### src/rtl/e203_flush_pkg.sv
// Shared types and helpers for the EXU flush arbiter and its BHT writeback FIFO.
package e203_flush_pkg;

    localparam int unsigned DEF_PCW  = 32;
    localparam int unsigned DEF_CNTW = 16;
    localparam int unsigned MAX_SRC  = 32;

    typedef struct packed {
        logic               prdt;
        logic               rslv;
        logic [DEF_PCW-1:0] pc;
    } bht_rec_t;

    // Index of the single set bit; callers guarantee at most one bit is set.
    function automatic int unsigned onehot_to_idx(input logic [MAX_SRC-1:0] oh);
        int unsigned idx;
        idx = 0;
        for (int unsigned i = 0; i < MAX_SRC; i++) begin
            if (oh[i]) idx = idx | i;
        end
        return idx;
    endfunction

endpackage

### src/rtl/e203_bht_wb_fifo.sv
// DEPTH x W record FIFO with valid/ready on both ends; head read straight from storage.
module e203_bht_wb_fifo
    import e203_flush_pkg::*;
#(
    parameter int unsigned DEPTH = 4,
    parameter int unsigned W     = $bits(bht_rec_t)
) (
    input  logic         clk,
    input  logic         rst,
    input  logic         in_valid,
    output logic         in_ready,
    input  logic [W-1:0] in_data,
    output logic         out_valid,
    input  logic         out_ready,
    output logic [W-1:0] out_data
);

    localparam int unsigned AW = $clog2(DEPTH);

    logic [W-1:0] mem [DEPTH];
    logic [AW:0]  wr_ptr;
    logic [AW:0]  rd_ptr;
    logic         empty;
    logic         full;
    logic         push;
    logic         pop;

    // Wrap bit distinguishes full from empty when the index bits match.
    always_comb begin
        empty     = (wr_ptr == rd_ptr);
        full      = (wr_ptr[AW] != rd_ptr[AW]) && (wr_ptr[AW-1:0] == rd_ptr[AW-1:0]);
        in_ready  = ~full;
        out_valid = ~empty;
        push      = in_valid & in_ready;
        pop       = out_valid & out_ready;
        out_data  = empty ? '0 : mem[rd_ptr[AW-1:0]];
    end

    always_ff @(posedge clk) begin
        if (rst) begin
            wr_ptr <= '0;
            rd_ptr <= '0;
        end else begin
            if (push) wr_ptr <= wr_ptr + (AW+1)'(1);
            if (pop)  rd_ptr <= rd_ptr + (AW+1)'(1);
        end
    end

    always_ff @(posedge clk) begin
        if (push) mem[wr_ptr[AW-1:0]] <= in_data;
    end

endmodule

### src/rtl/e203_exu_flush_arb.sv
// Arbitrates NSRC pipeline-flush sources onto the IFU flush port, buffers
// branch-resolve records for BHT writeback and counts flushes per source.
module e203_exu_flush_arb
    import e203_flush_pkg::*;
#(
    parameter int unsigned NSRC    = 2,
    parameter int unsigned PCW     = DEF_PCW,
    parameter int unsigned DEPTH   = 4,
    parameter int unsigned CNTW    = DEF_CNTW,
    parameter int unsigned PREEMPT = 0,
    localparam int unsigned SELW   = (NSRC > 1) ? $clog2(NSRC) : 1
) (
    input  logic                clk,
    input  logic                rst,
    input  logic [NSRC-1:0]     src_req,
    input  logic [NSRC*PCW-1:0] src_add_op1,
    input  logic [NSRC*PCW-1:0] src_add_op2,
    input  logic [NSRC*PCW-1:0] src_pc,
    output logic [NSRC-1:0]     src_ack,
    output logic                pipe_flush_req,
    output logic [PCW-1:0]      pipe_flush_add_op1,
    output logic [PCW-1:0]      pipe_flush_add_op2,
    output logic [PCW-1:0]      pipe_flush_pc,
    output logic [NSRC-1:0]     pipe_flush_src,
    input  logic                pipe_flush_ack,
    output logic                flush_pulse,
    input  logic                cmt_valid,
    output logic                cmt_ready,
    input  logic                cmt_prdt,
    input  logic                cmt_rslv,
    input  logic [PCW-1:0]      cmt_pc,
    output logic                bht_wb_valid,
    input  logic                bht_wb_ready,
    output logic                bht_wb_mis,
    output logic                bht_wb_prdt,
    output logic                bht_wb_rslv,
    output logic [PCW-1:0]      bht_wb_pc,
    input  logic                cnt_clr,
    input  logic [SELW-1:0]     cnt_sel,
    output logic [CNTW-1:0]     cnt_rd
);

    logic            lock_vld;
    logic [SELW-1:0] lock_idx;
    logic            lock_live;
    logic            req_any;
    logic [NSRC-1:0] prio_oh;
    logic [SELW-1:0] prio_idx;
    logic [SELW-1:0] grant_idx;
    logic [NSRC-1:0] grant_oh;
    logic [CNTW-1:0] cnt_q [NSRC];
    logic [CNTW-1:0] rd_nxt;
    logic [PCW+1:0]  fifo_out;

    // Lock register: held while a grant waits for the IFU to accept it.
    always_ff @(posedge clk) begin
        if (rst) begin
            lock_vld <= 1'b0;
            lock_idx <= '0;
        end else begin
            lock_vld <= req_any & ~pipe_flush_ack;
            lock_idx <= grant_idx;
        end
    end

    // Grant selection: a live lock wins unless preemption lets priority take over.
    always_comb begin
        req_any   = |src_req;
        prio_oh   = src_req & (~src_req + NSRC'(1));
        prio_idx  = SELW'(onehot_to_idx(MAX_SRC'(prio_oh)));
        lock_live = lock_vld & src_req[lock_idx];
        grant_idx = (lock_live && (PREEMPT == 0)) ? lock_idx : prio_idx;
        grant_oh  = '0;
        if (req_any) grant_oh[grant_idx] = 1'b1;
    end

    always_comb begin
        pipe_flush_req     = req_any;
        pipe_flush_src     = grant_oh;
        flush_pulse        = req_any & pipe_flush_ack;
        src_ack            = flush_pulse ? grant_oh : '0;
        pipe_flush_add_op1 = '0;
        pipe_flush_add_op2 = '0;
        pipe_flush_pc      = '0;
        for (int unsigned i = 0; i < NSRC; i++) begin
            if (grant_oh[i]) begin
                pipe_flush_add_op1 = pipe_flush_add_op1 | src_add_op1[i*PCW +: PCW];
                pipe_flush_add_op2 = pipe_flush_add_op2 | src_add_op2[i*PCW +: PCW];
                pipe_flush_pc      = pipe_flush_pc      | src_pc[i*PCW +: PCW];
            end
        end
    end

    // Saturating per-source flush counters; clear beats increment.
    always_ff @(posedge clk) begin
        if (rst || cnt_clr) begin
            for (int unsigned i = 0; i < NSRC; i++) cnt_q[i] <= '0;
        end else begin
            for (int unsigned i = 0; i < NSRC; i++) begin
                if (src_ack[i] && (cnt_q[i] != '1)) cnt_q[i] <= cnt_q[i] + CNTW'(1);
            end
        end
    end

    always_comb begin
        rd_nxt = '0;
        for (int unsigned i = 0; i < NSRC; i++) begin
            if (SELW'(i) == cnt_sel) rd_nxt = cnt_q[i];
        end
    end

    always_ff @(posedge clk) begin
        if (rst) cnt_rd <= '0;
        else     cnt_rd <= rd_nxt;
    end

    e203_bht_wb_fifo #(
        .DEPTH (DEPTH),
        .W     (PCW + 2)
    ) u_bht_wb_fifo (
        .clk       (clk),
        .rst       (rst),
        .in_valid  (cmt_valid),
        .in_ready  (cmt_ready),
        .in_data   ({cmt_prdt, cmt_rslv, cmt_pc}),
        .out_valid (bht_wb_valid),
        .out_ready (bht_wb_ready),
        .out_data  (fifo_out)
    );

    always_comb begin
        bht_wb_prdt = fifo_out[PCW+1];
        bht_wb_rslv = fifo_out[PCW];
        bht_wb_pc   = fifo_out[PCW-1:0];
        bht_wb_mis  = fifo_out[PCW+1] ^ fifo_out[PCW];
    end

    a_grant_onehot: assert property (@(posedge clk) disable iff (rst) $onehot0(pipe_flush_src));

    a_lock_req_held: assert property (@(posedge clk) disable iff (rst) !(lock_vld && !src_req[lock_idx]))
        else $warning("flush source %0d dropped its request while locked", lock_idx);

endmodule

### config.mk
export PLATFORM = sky130hd
export DESIGN_NAME = e203_exu_flush_arb
export DESIGN_NICKNAME = d
export VERILOG_FILES = /design/src/rtl/e203_flush_pkg.sv /design/src/rtl/e203_bht_wb_fifo.sv /design/src/rtl/e203_exu_flush_arb.sv
export SDC_FILE = /design/constraint.sdc
export NUM_CORES = 1
export LEC_CHECK = 0
export BUFFER_PORTS_ARGS = -buffer_cell sky130_fd_sc_hd__buf_2
export CORE_AREA = 2 2 153 155
export CTS_CLUSTER_DIAMETER = 80
export DETAILED_ROUTE_END_ITERATION = 7
export DIE_AREA = 0 0 155 157
export GPL_TIMING_DRIVEN = 0
export PLACE_DENSITY = 0.72
export SYNTH_ARGS = -nofsm -noshare
export SYNTH_HDL_FRONTEND = slang
export SYNTH_SLANG_ARGS = --single-unit
### constraint.sdc
create_clock -name clk -period 6.1 [get_ports clk]
set_clock_uncertainty 0.15 [all_clocks]
set_input_delay 1.525 -clock clk [delete_from_list [all_inputs] [get_ports clk]]
set_output_delay 1.525 -clock clk [all_outputs]
set_load 0.005 [all_outputs]
---- After elaboration in Yosys (flattened, before gate mapping) ----
Memories as Yosys holds them, arrays and structs flattened. A register that Yosys moved wholly into a read port is not among the register bits.
Cells that the tools add are included.
W data, S select, Z words.
storage, ports and cells
  input port bits ......................... 235
  RAM bits ................................ 168
  register bits ........................... 24
  memories ................................ 2
  output and inout bits ................... 155
memories
  memory             words  bits a word  rd ports  clocked after memory_dff  write ports  line                      text
  u_bht_wb_fifo.mem  4      34           1         1                         1            e203_bht_wb_fifo.sv:20    logic [W-1:0] mem [DEPTH];
  cnt_q              2      16           2         0                         2            e203_exu_flush_arb.sv:51  logic [CNTW-1:0] cnt_q [NSRC];
cells by class
  equality and inequality tests ........... 5
  magnitude comparators ................... 3
  reductions and logical operators ........ 6
  add/subtract/negate cells ............... 5
  bitwise gates (word level) .............. 16
  mux-type cells .......................... 30
operators with widths
  kind                     number
  $mux W32                 6
  $or A32 B32 Y32          3
  $mux W16                 3
  $mux W34                 1
  $add A16 B1 Y16 const B  2
  $ne A16 B16 Y1 const B   2
  $mux W1                  15
  $mux W2                  4
  $add A3 B1 Y3 const B    2
  $and A1 B1 Y1            5
  $logic_and A1 B1 Y1      4
  $lt A1 B2 Y1 const B     2
  $eq A3 B3 Y1             1
  $not A1 Y1               3
  $add A2 B1 Y2 const B    1
  $and A2 B2 Y2            1
  $eq A2 B2 Y1             1
  $not A2 Y2               1
  $or A1 B1 Y1             2
  $reduce_or A2 Y1         1
  $demux W1 S1             1
  $ge A1 B1 Y1 const B     1
  $logic_or A1 B1 Y1       1
  $ne A1 B1 Y1             1
  $xor A1 B1 Y1            1

---- Depth between registers and ports, before layout ----
Gate-level depths: netlist of run 1.
  word-level depth ........................ 16
  mapped depth ............................ 8
  mapped depth without buffers ............ 5

---- Modules after synthesis ----
A second synthesis of run 1 with hierarchy kept.
unflattened totals
  cells, all modules ...................... 839
  area, all modules ....................... 9606.7 um2
by module, submodules not included
  module              times used  seq. area each (um2)  cells an instance  area an instance (um2)
  e203_bht_wb_fifo    1           4244.1                286                5729.2
  e203_exu_flush_arb  1           1321.3                553                3877.5

---- Worst setup path before layout of run 1 ----
OpenSTA, ideal clock, no wires.
  path kind ............................... in2out
  start ................................... input port src_req[1]
  end ..................................... output port pipe_flush_pc[22]
  buffers on the path ..................... 3
  path slack .............................. 1831 ps
  arrival ................................. 2594 ps
  stages .................................. 6
  data required time ...................... 4425 ps
  path through ............................ a21bo_1 > clkbuf_1 > clkbuf_1 > buf_2 > nand3_1 > nand2_1
on the way
  cells in the longest elaborated chain, start to end .. 13
RTL lines
  element                                                                    line                      text
  start: declaration                                                         e203_exu_flush_arb.sv:15  input logic [NSRC-1:0] src_req,
  $not A2 Y2                                                                 e203_exu_flush_arb.sv:69  prio_oh = src_req & (~src_req + NSRC'(1));
  $add A2 B1 Y2                                                              e203_exu_flush_arb.sv:69
  $and A2 B2 Y2                                                              e203_exu_flush_arb.sv:69
  $mux W1                                                                    e203_flush_pkg.sv:19      if (oh[i]) idx = idx | i;
  $mux W1                                                                    e203_exu_flush_arb.sv:72  grant_idx = (lock_live && (PREEMPT == 0)) ? lock_idx : prio_idx;
  $lt A1 B2 Y1 (not written as such) / $ge A1 B1 Y1 (equally long branches)  e203_exu_flush_arb.sv:74  if (req_any) grant_oh[grant_idx] = 1'b1;
  $logic_and A1 B1 Y1 (not written as such)                                  e203_exu_flush_arb.sv:74
  $mux W1 (not written as such)                                              e203_exu_flush_arb.sv:74
  $demux W1 S1                                                               e203_exu_flush_arb.sv:74
  $mux W2 *                                                                  e203_exu_flush_arb.sv:74
  $mux W32                                                                   e203_exu_flush_arb.sv:86  if (grant_oh[i]) begin
  $or A32 B32 Y32                                                            e203_exu_flush_arb.sv:89  pipe_flush_pc = pipe_flush_pc | src_pc[i*PCW +: PCW];
  $mux W32 *                                                                 e203_exu_flush_arb.sv:86
  end: declaration                                                           e203_exu_flush_arb.sv:23  output logic [PCW-1:0] pipe_flush_pc,
Every way passes the cells marked *; elsewhere a longest branch is shown, timed or not. The select of a mux whose other input is x is not followed.

---- Final worst setup path of run 1 ----
  start ................................... input port src_req[1]
  end ..................................... output port pipe_flush_pc[8]
Same word-level chain as after synthesis.

==> results.tsv, run 1 <==
metric	value	unit
cp_slowest_cell	clkbuf_1	
cts_tree	done	
place_area	0.0117	mm²
worstPathCellList	buf_2, a21bo_1, clkbuf_1, clkbuf_1, buf_2, nand3_1, nand2_1, buf_2	
grt_pass1_wl	48100	µm
tightest_slew	928	ps
cp_top_family	buffers and inverters	
critPathBufInv	5	
grt_usage	27.4	%
tns	0	ps
max_freq	192	MHz
max_slew_margin	38.1	%
final_util	54.4	%
die_w	155	µm
antenna_found_initial	27	
clk_latency	430	ps
syn_area	0.00934	mm²
finalHoldViolations	0	
htree_num_levels	4	
gr-total-overflow	0	
clock-sinks	194	
startpoint_type	input pin	
io_pins	390	
first_pass_iters	5	
cts_setup_buffers	0	
synth_edf_count	168	
drcViolationCount	0	
num_vias	8128	
rsz0062_at_grt	false	
finalSetupViolCount	0	
drv_cap	0	
synth_cell_types	42	
fin_nets	1460	
grt_pass1_vias	7476	
io_buffers	387	
seq_area_frac_synth	59.6	%
path_max_fanout	10	
antenna_left	0	
cts_resized	0	
ys_async_sr_fraction	0	%
fin_crit_sh	85.3	%
synth_seq_cells	194	
gp_congestion	0.966	
drt_iter0_drc	716	
cpPeakStageDelay	490	ps
clkSlewWorstSetupHoldPaths	70	ps
period_needed	5200	ps
hpwl	27300	µm
design.die.area	0.0243	mm²
path_class	input pin to output port	
ir_drop	0.182	mV
cts_made_buffers	17	
yosys_warnings	0	
critPathCaptureType	output port	
synth_top_flop_cell	edfxtp_1	
crit_required	4430	ps
maxSlewViolCount	0	
start_util	41.5	%
vias_per_cell	5.32	
clock-root-buffer	clkbuf_16	
coreArea	0.0225	mm²
synthesis.nets	1052	
synthCells	810	
p_total	0.00337	W
hold_buffers	0	
drive_above_1_share	38.9	%
p_leak	5.37	nW
worst_ep_arrival_time	3530	ps
stdcell_area	0.0122	mm²
outcome	finished clean	
dp.cells	1484	
worst_path_most_repeated_cell	buf_2	
die_h	157	µm
routed_wl	34400	µm
num_rows	55	
grt_max_degree	36	
syn_to_final_growth	31.1	%
powerDensity	275	mW/mm²
instances_no_fill	1528	
syn_area_per_cell	11.5	µm²
holdCritPathClass	flop to flop	
drt-wirelength-per-cell	22.5	µm
cts_buffer_depth	2	
-- Yosys cell counts (all sizes together) (18+ instances only) --
cell    count  area (µm²)
a21oi      28         140
and2       41         257
buf        22         109
clkbuf     34         128
dfxtp      26         521
edfxtp    168        5040
mux2i      18         180
mux4       34         766
nand2     206         773
nand3     109         546
nor2       33         126
-- power breakdown --
part           switching, W  internal (W)  leakage (nW)
Sequential        0.0000339       0.00152          1.82
Combinational      0.000420      0.000378          3.29
Clock              0.000495      0.000527         0.263
-- final timing paths --
path / from / end / slack, ps / cells after the start
worst max register to register: cnt_q[0][16]$_SDFFCE_PN0P_ / cnt_q[0][28]$_SDFFCE_PN0P_ / 3190 / 6
worst min-delay path: u_bht_wb_fifo.wr_ptr[2]$_SDFFE_PP0P_ / u_bht_wb_fifo.wr_ptr[2]$_SDFFE_PP0P_ / 400 / 2
worst max-delay path: src_req[1] / pipe_flush_pc[8] / 900 / 8
worst min register to register: u_bht_wb_fifo.wr_ptr[2]$_SDFFE_PP0P_ / u_bht_wb_fifo.wr_ptr[2]$_SDFFE_PP0P_ / 400 / 2
-- cells by family after synthesis --
logic type | after synthesis | synth area share (%)
flip-flops | 194 | 59.6
adder cells (fa/ha/maj) | 7 | 0.938
XOR/XNOR | 34 | 3.19
multiplexers | 52 | 10.1
AND/OR/NAND/NOR | 418 | 20.4
AO/OA/AOI/OAI | 43 | 2.95
buffers and inverters | 62 | 2.77
-- worst min-delay path, cell delays in order (launching register included) --
cell and delay, ps:
dfxtp_1 360, nand2b_1 90, o21ai_1 60
-- layout by cell type, fill, tap and decap left out, types with 2 or more instances in the layout --
| cell type | count |
|---|---|
| buf_2 | 399 |
| nand2_1 | 206 |
| edfxtp_1 | 168 |
| nand3_1 | 109 |
| and2_1 | 37 |
| clkbuf_1 | 35 |
| mux4_2 | 34 |
| nor2_1 | 32 |
| a21oi_1 | 28 |
| dfxtp_1 | 26 |
| mux2i_1 | 18 |
| xor2_1 | 17 |
| xnor2_1 | 17 |
| clkbuf_16 | 17 |
| diode_2 | 12 |
| buf_1 | 7 |
| ha_1 | 7 |
| nand4_1 | 6 |
| or3_1 | 5 |
| nor4_1 | 5 |
| inv_1 | 4 |
| and2_2 | 4 |
| nor3_1 | 4 |
| and4_1 | 3 |
| buf_4 | 3 |
| inv_8 | 3 |
| clkinv_2 | 3 |
| clkinv_1 | 3 |
| inv_2 | 2 |
| o31ai_1 | 2 |
| o21ai_0 | 2 |
| a21boi_1 | 2 |
| clkinv_4 | 2 |
| inv_6 | 2 |
| buf_12 | 2 |
-- stage by stage --
stage	worst slack (ps)	hold slack, ps
2_1_floorplan	1830	341
3_3_place_gp	977	366
3_5_place_dp	884	377
4_1_cts	879	389
5_1_grt	735	405
6_report	899	398
-- cell type report --
| type | count | area [µm²] |
|---|---|---|
| Buffer | 56 | 236 |
| Fill cell | 2002 | 10300 |
| Tap cell | 285 | 357 |
| Sequential cell | 194 | 5570 |
| Antenna cell | 12 | 30.0 |
| Clock inverter | 14 | 103 |
| Clock buffer | 18 | 429 |
| Inverter | 6 | 22.5 |
| Multi-Input combinational cell | 554 | 3520 |
| Timing Repair Buffer | 389 | 1980 |
-- flip-flops by register name (all words and copies together) (netlist names), named ones only --
| signal | count |
|---|---|
| lock_vld | 1 |
| lock_idx | 1 |
| cnt_q | 32 |
| cnt_rd | 16 |
| u_bht_wb_fifo.mem | 136 |
| u_bht_wb_fifo.rd_ptr | 3 |
| u_bht_wb_fifo.wr_ptr | 3 |
-- layer usage --
layer	track usage [%]	vias to the layer above	part of all wire (%)
met4	7.05	26	2.3
li1	-	3738	-
met5	0	-	0.51
met3	10.6	80	11
met2	43.1	439	46
met1	35.9	3845	40
No activity file was read; power rests on OpenSTA's default activity.
==> run 2, diff against run 1 <==
--- a/config.mk
+++ b/config.mk
@@ -6,12 +6,12 @@
 export NUM_CORES = 1
 export LEC_CHECK = 0
 export BUFFER_PORTS_ARGS = -buffer_cell sky130_fd_sc_hd__buf_2
-export CORE_AREA = 2 2 153 155
+export CORE_AREA = 2 2 154 156
 export CTS_CLUSTER_DIAMETER = 80
 export DETAILED_ROUTE_END_ITERATION = 7
-export DIE_AREA = 0 0 155 157
+export DIE_AREA = 0 0 156 158
 export GPL_TIMING_DRIVEN = 0
-export PLACE_DENSITY = 0.72
+export PLACE_DENSITY = 0.74
 export SYNTH_ARGS = -nofsm -noshare
 export SYNTH_HDL_FRONTEND = slang
 export SYNTH_SLANG_ARGS = --single-unit
==> constraint.sdc (replaced) <==
create_clock -name clk -period 4.3 [get_ports clk]
set_clock_uncertainty 0.15 [all_clocks]
set_input_delay 1.075 -clock clk [delete_from_list [all_inputs] [get_ports clk]]
set_output_delay 1.075 -clock clk [all_outputs]
set_load 0.005 [all_outputs]
==> results.tsv, run 2 (same netlist as run 1, synthesis figures left out) <==
metric	value	unit	change
hpwl	28900	µm	+5.8%
coreArea	0.0231	mm²	+2.4%
antenna_left	0		unchanged
outcome	finished clean		
r2r_cells	6		unchanged
drive_above_1_share	39.2	%	+0.32 points
p_leak	5.38	nW	+0.24%
io_buffers	387		unchanged
fin_nets	1455		-0.34%
first_pass_iters	5		unchanged
fillers	2042		+2.0%
grt_max_degree	36		unchanged
path_max_fanout	10		unchanged
num_vias	8116		-0.15%
max_freq	241	MHz	
tightest_slew	937	ps	+8.36 ps
cp_slowest_cell	a21bo_1		
ir_drop	0.245	mV	+34%
cts_tree	done		
cts_buffer_depth	2		unchanged
finalSetupViolCount	0		unchanged
crit_required	3070	ps	-1360 ps
startpoint_type	input pin		
path_depth	7		-1
final_cell_mix	399 x buf_2, 206 x nand2_1, 168 x edfxtp_1		
path_class	input pin to output port		
start_util	40.5	%	-0.99 points
worst_ep_arrival_time	2930	ps	-600 ps
holdCritPathClass	flop to flop		
htree_num_levels	4		unchanged
drv_cap	0		unchanged
powerDensity	403	mW/mm²	+46%
finalHoldViolations	0		unchanged
worstPathCellList	buf_2, a21bo_1, clkbuf_2, buf_2, nand3_1, nand2_1, buf_2		
tns	0	ps	unchanged
grt_usage	28.4	%	+0.94 points
worst_path_most_repeated_cell	buf_2		
io_pins	390		unchanged
design.die.area	0.0246	mm²	+1.3%
drt_iter0_drc	606		-15%
min_to	u_bht_wb_fifo.wr_ptr[2]$_SDFFE_PP0P_		
vias_per_cell	5.33		+0.11%
mostFrequentLayoutCell	buf_2		
gr-total-overflow	0		unchanged
die_w	156	µm	+0.65%
clock-root-buffer	clkbuf_16		
hp-start	u_bht_wb_fifo.wr_ptr[2]$_SDFFE_PP0P_		
hold_depth	2		unchanged
drt-wirelength-per-cell	23.5	µm	+4.6%
r2r_slack	1340	ps	-1850 ps
routed_wl	35900	µm	+4.3%
clkSlewWorstSetupHoldPaths	80	ps	about the same
r2r_end	cnt_q[0][18]$_SDFFCE_PN0P_		
rsz0062_at_grt	false		
syn_to_final_growth	31.3	%	
final_util	53.2	%	-1.2 points
cts_made_buffers	17		unchanged
cts_setup_buffers	0		unchanged
drcViolationCount	0		unchanged
maxSlewViolCount	0		unchanged
die_h	158	µm	+0.64%
clk_latency	450	ps	+20 ps
cp_top_family	buffers and inverters		
clock-sinks	194		unchanged
grt_pass1_vias	7437		-0.52%
period_needed	4150	ps	
critPathCaptureType	output port		
critPathBufInv	4		-1
fin_crit_sh	96.5	%	
largest_reg_flops	136		unchanged
grt_pass1_wl	48800	µm	+1.6%
cpPeakStageDelay	450	ps	-40 ps
gp_congestion	0.968		+0.24%
num_rows	56		+1.8%
max_slew_margin	37.5	%	-0.56 points
reg2reg_from	cnt_q[0][16]$_SDFFCE_PN0P_		
antenna_found_initial	16		-41%
crit_start	src_req[1]		
-- run 2: changes by cell type in the layout (fill, tap and decap cells not counted), sizes merged --
cell | previous run | this run
diode | 12 | 8
buf | 411 | 408
clkbuf | 52 | 49
inv | 11 | 13
clkinvlp | 1 | 0
-- run 2: power breakdown --
| part | switching [W] | internal (W) |
|---|---|---|
| sequential | 0.0000510 | 0.00215 |
| clock | 0.000805 | 0.000791 |
| combinational | 0.000616 | 0.000528 |
| total | 0.00147 | 0.00347 |
-- run 2: worst max-delay path by stage --
stage	to	slack, ps
2_1_floorplan	pipe_flush_pc[22]	930
3_3_place_gp	pipe_flush_pc[4]	-340
3_5_place_dp	pipe_flush_pc[4]	-330
4_1_cts	pipe_flush_pc[22]	70
5_1_grt	pipe_flush_pc[4]	50
6_report	pipe_flush_pc[4]	150
-- run 2: through the flow --
| step | worst slack, ps | area (µm²) | hold slack, ps | instances | total power, W |
|---|---|---|---|---|---|
| after floorplan | 931 | 9340 | 341 | 810 | 0.00282 |
| after global placement | -337 | 11600 | 358 | 1487 | 0.00338 |
| after detailed placement | -335 | 11600 | 371 | 1487 | 0.00340 |
| after CTS | 67.5 | 12200 | 382 | 1517 | 0.00498 |
| after global routing | 45.3 | 12300 | 413 | 1523 | 0.00515 |
| final | 149 | 12300 | 381 | 1524 | 0.00494 |
-- run 2: cell type report --
| cell class | instances | area (µm²) | share of cell area [%] |
|---|---|---|---|
| timing repair buffer | 387 | 1940 | 15.8 |
| buffer | 53 | 226 | 1.85 |
| clock inverter | 15 | 184 | 1.50 |
| inverter | 6 | 22.5 | 0.184 |
| tap | 290 | 363 | 2.96 |
| multi-input combinational | 554 | 3520 | 28.7 |
| antenna | 8 | 20.0 | 0.163 |
| clock buffer | 17 | 425 | 3.47 |
| sequential | 194 | 5570 | 45.4 |
-- run 2: layer usage --
layer / GRT usage [%] / up-vias / wire length (µm)
li1: - / 3723 / -
met1: 37.4 / 3853 / 14600
met2: 42.5 / 437 / 16200
met3: 8.84 / 91 / 3420
met4: 14.2 / 12 / 1610
met5: 0 / - / 76
-- run 2: what timing repair did --
item	4_1_cts	5_1_grt
resized for setup	1	0
endpoints found under the hold margin	0	0
setup endpoints to repair	26	1
hold buffers	0	0
-- run 2: worst reg2reg max path, stage by stage (launching register included) --
cell	delay [ps]
edfxtp_1	440
ha_1	290
nand4_1	240
nor2_1	150
a311o_1	330
clkbuf_1	410
nand2_1	540
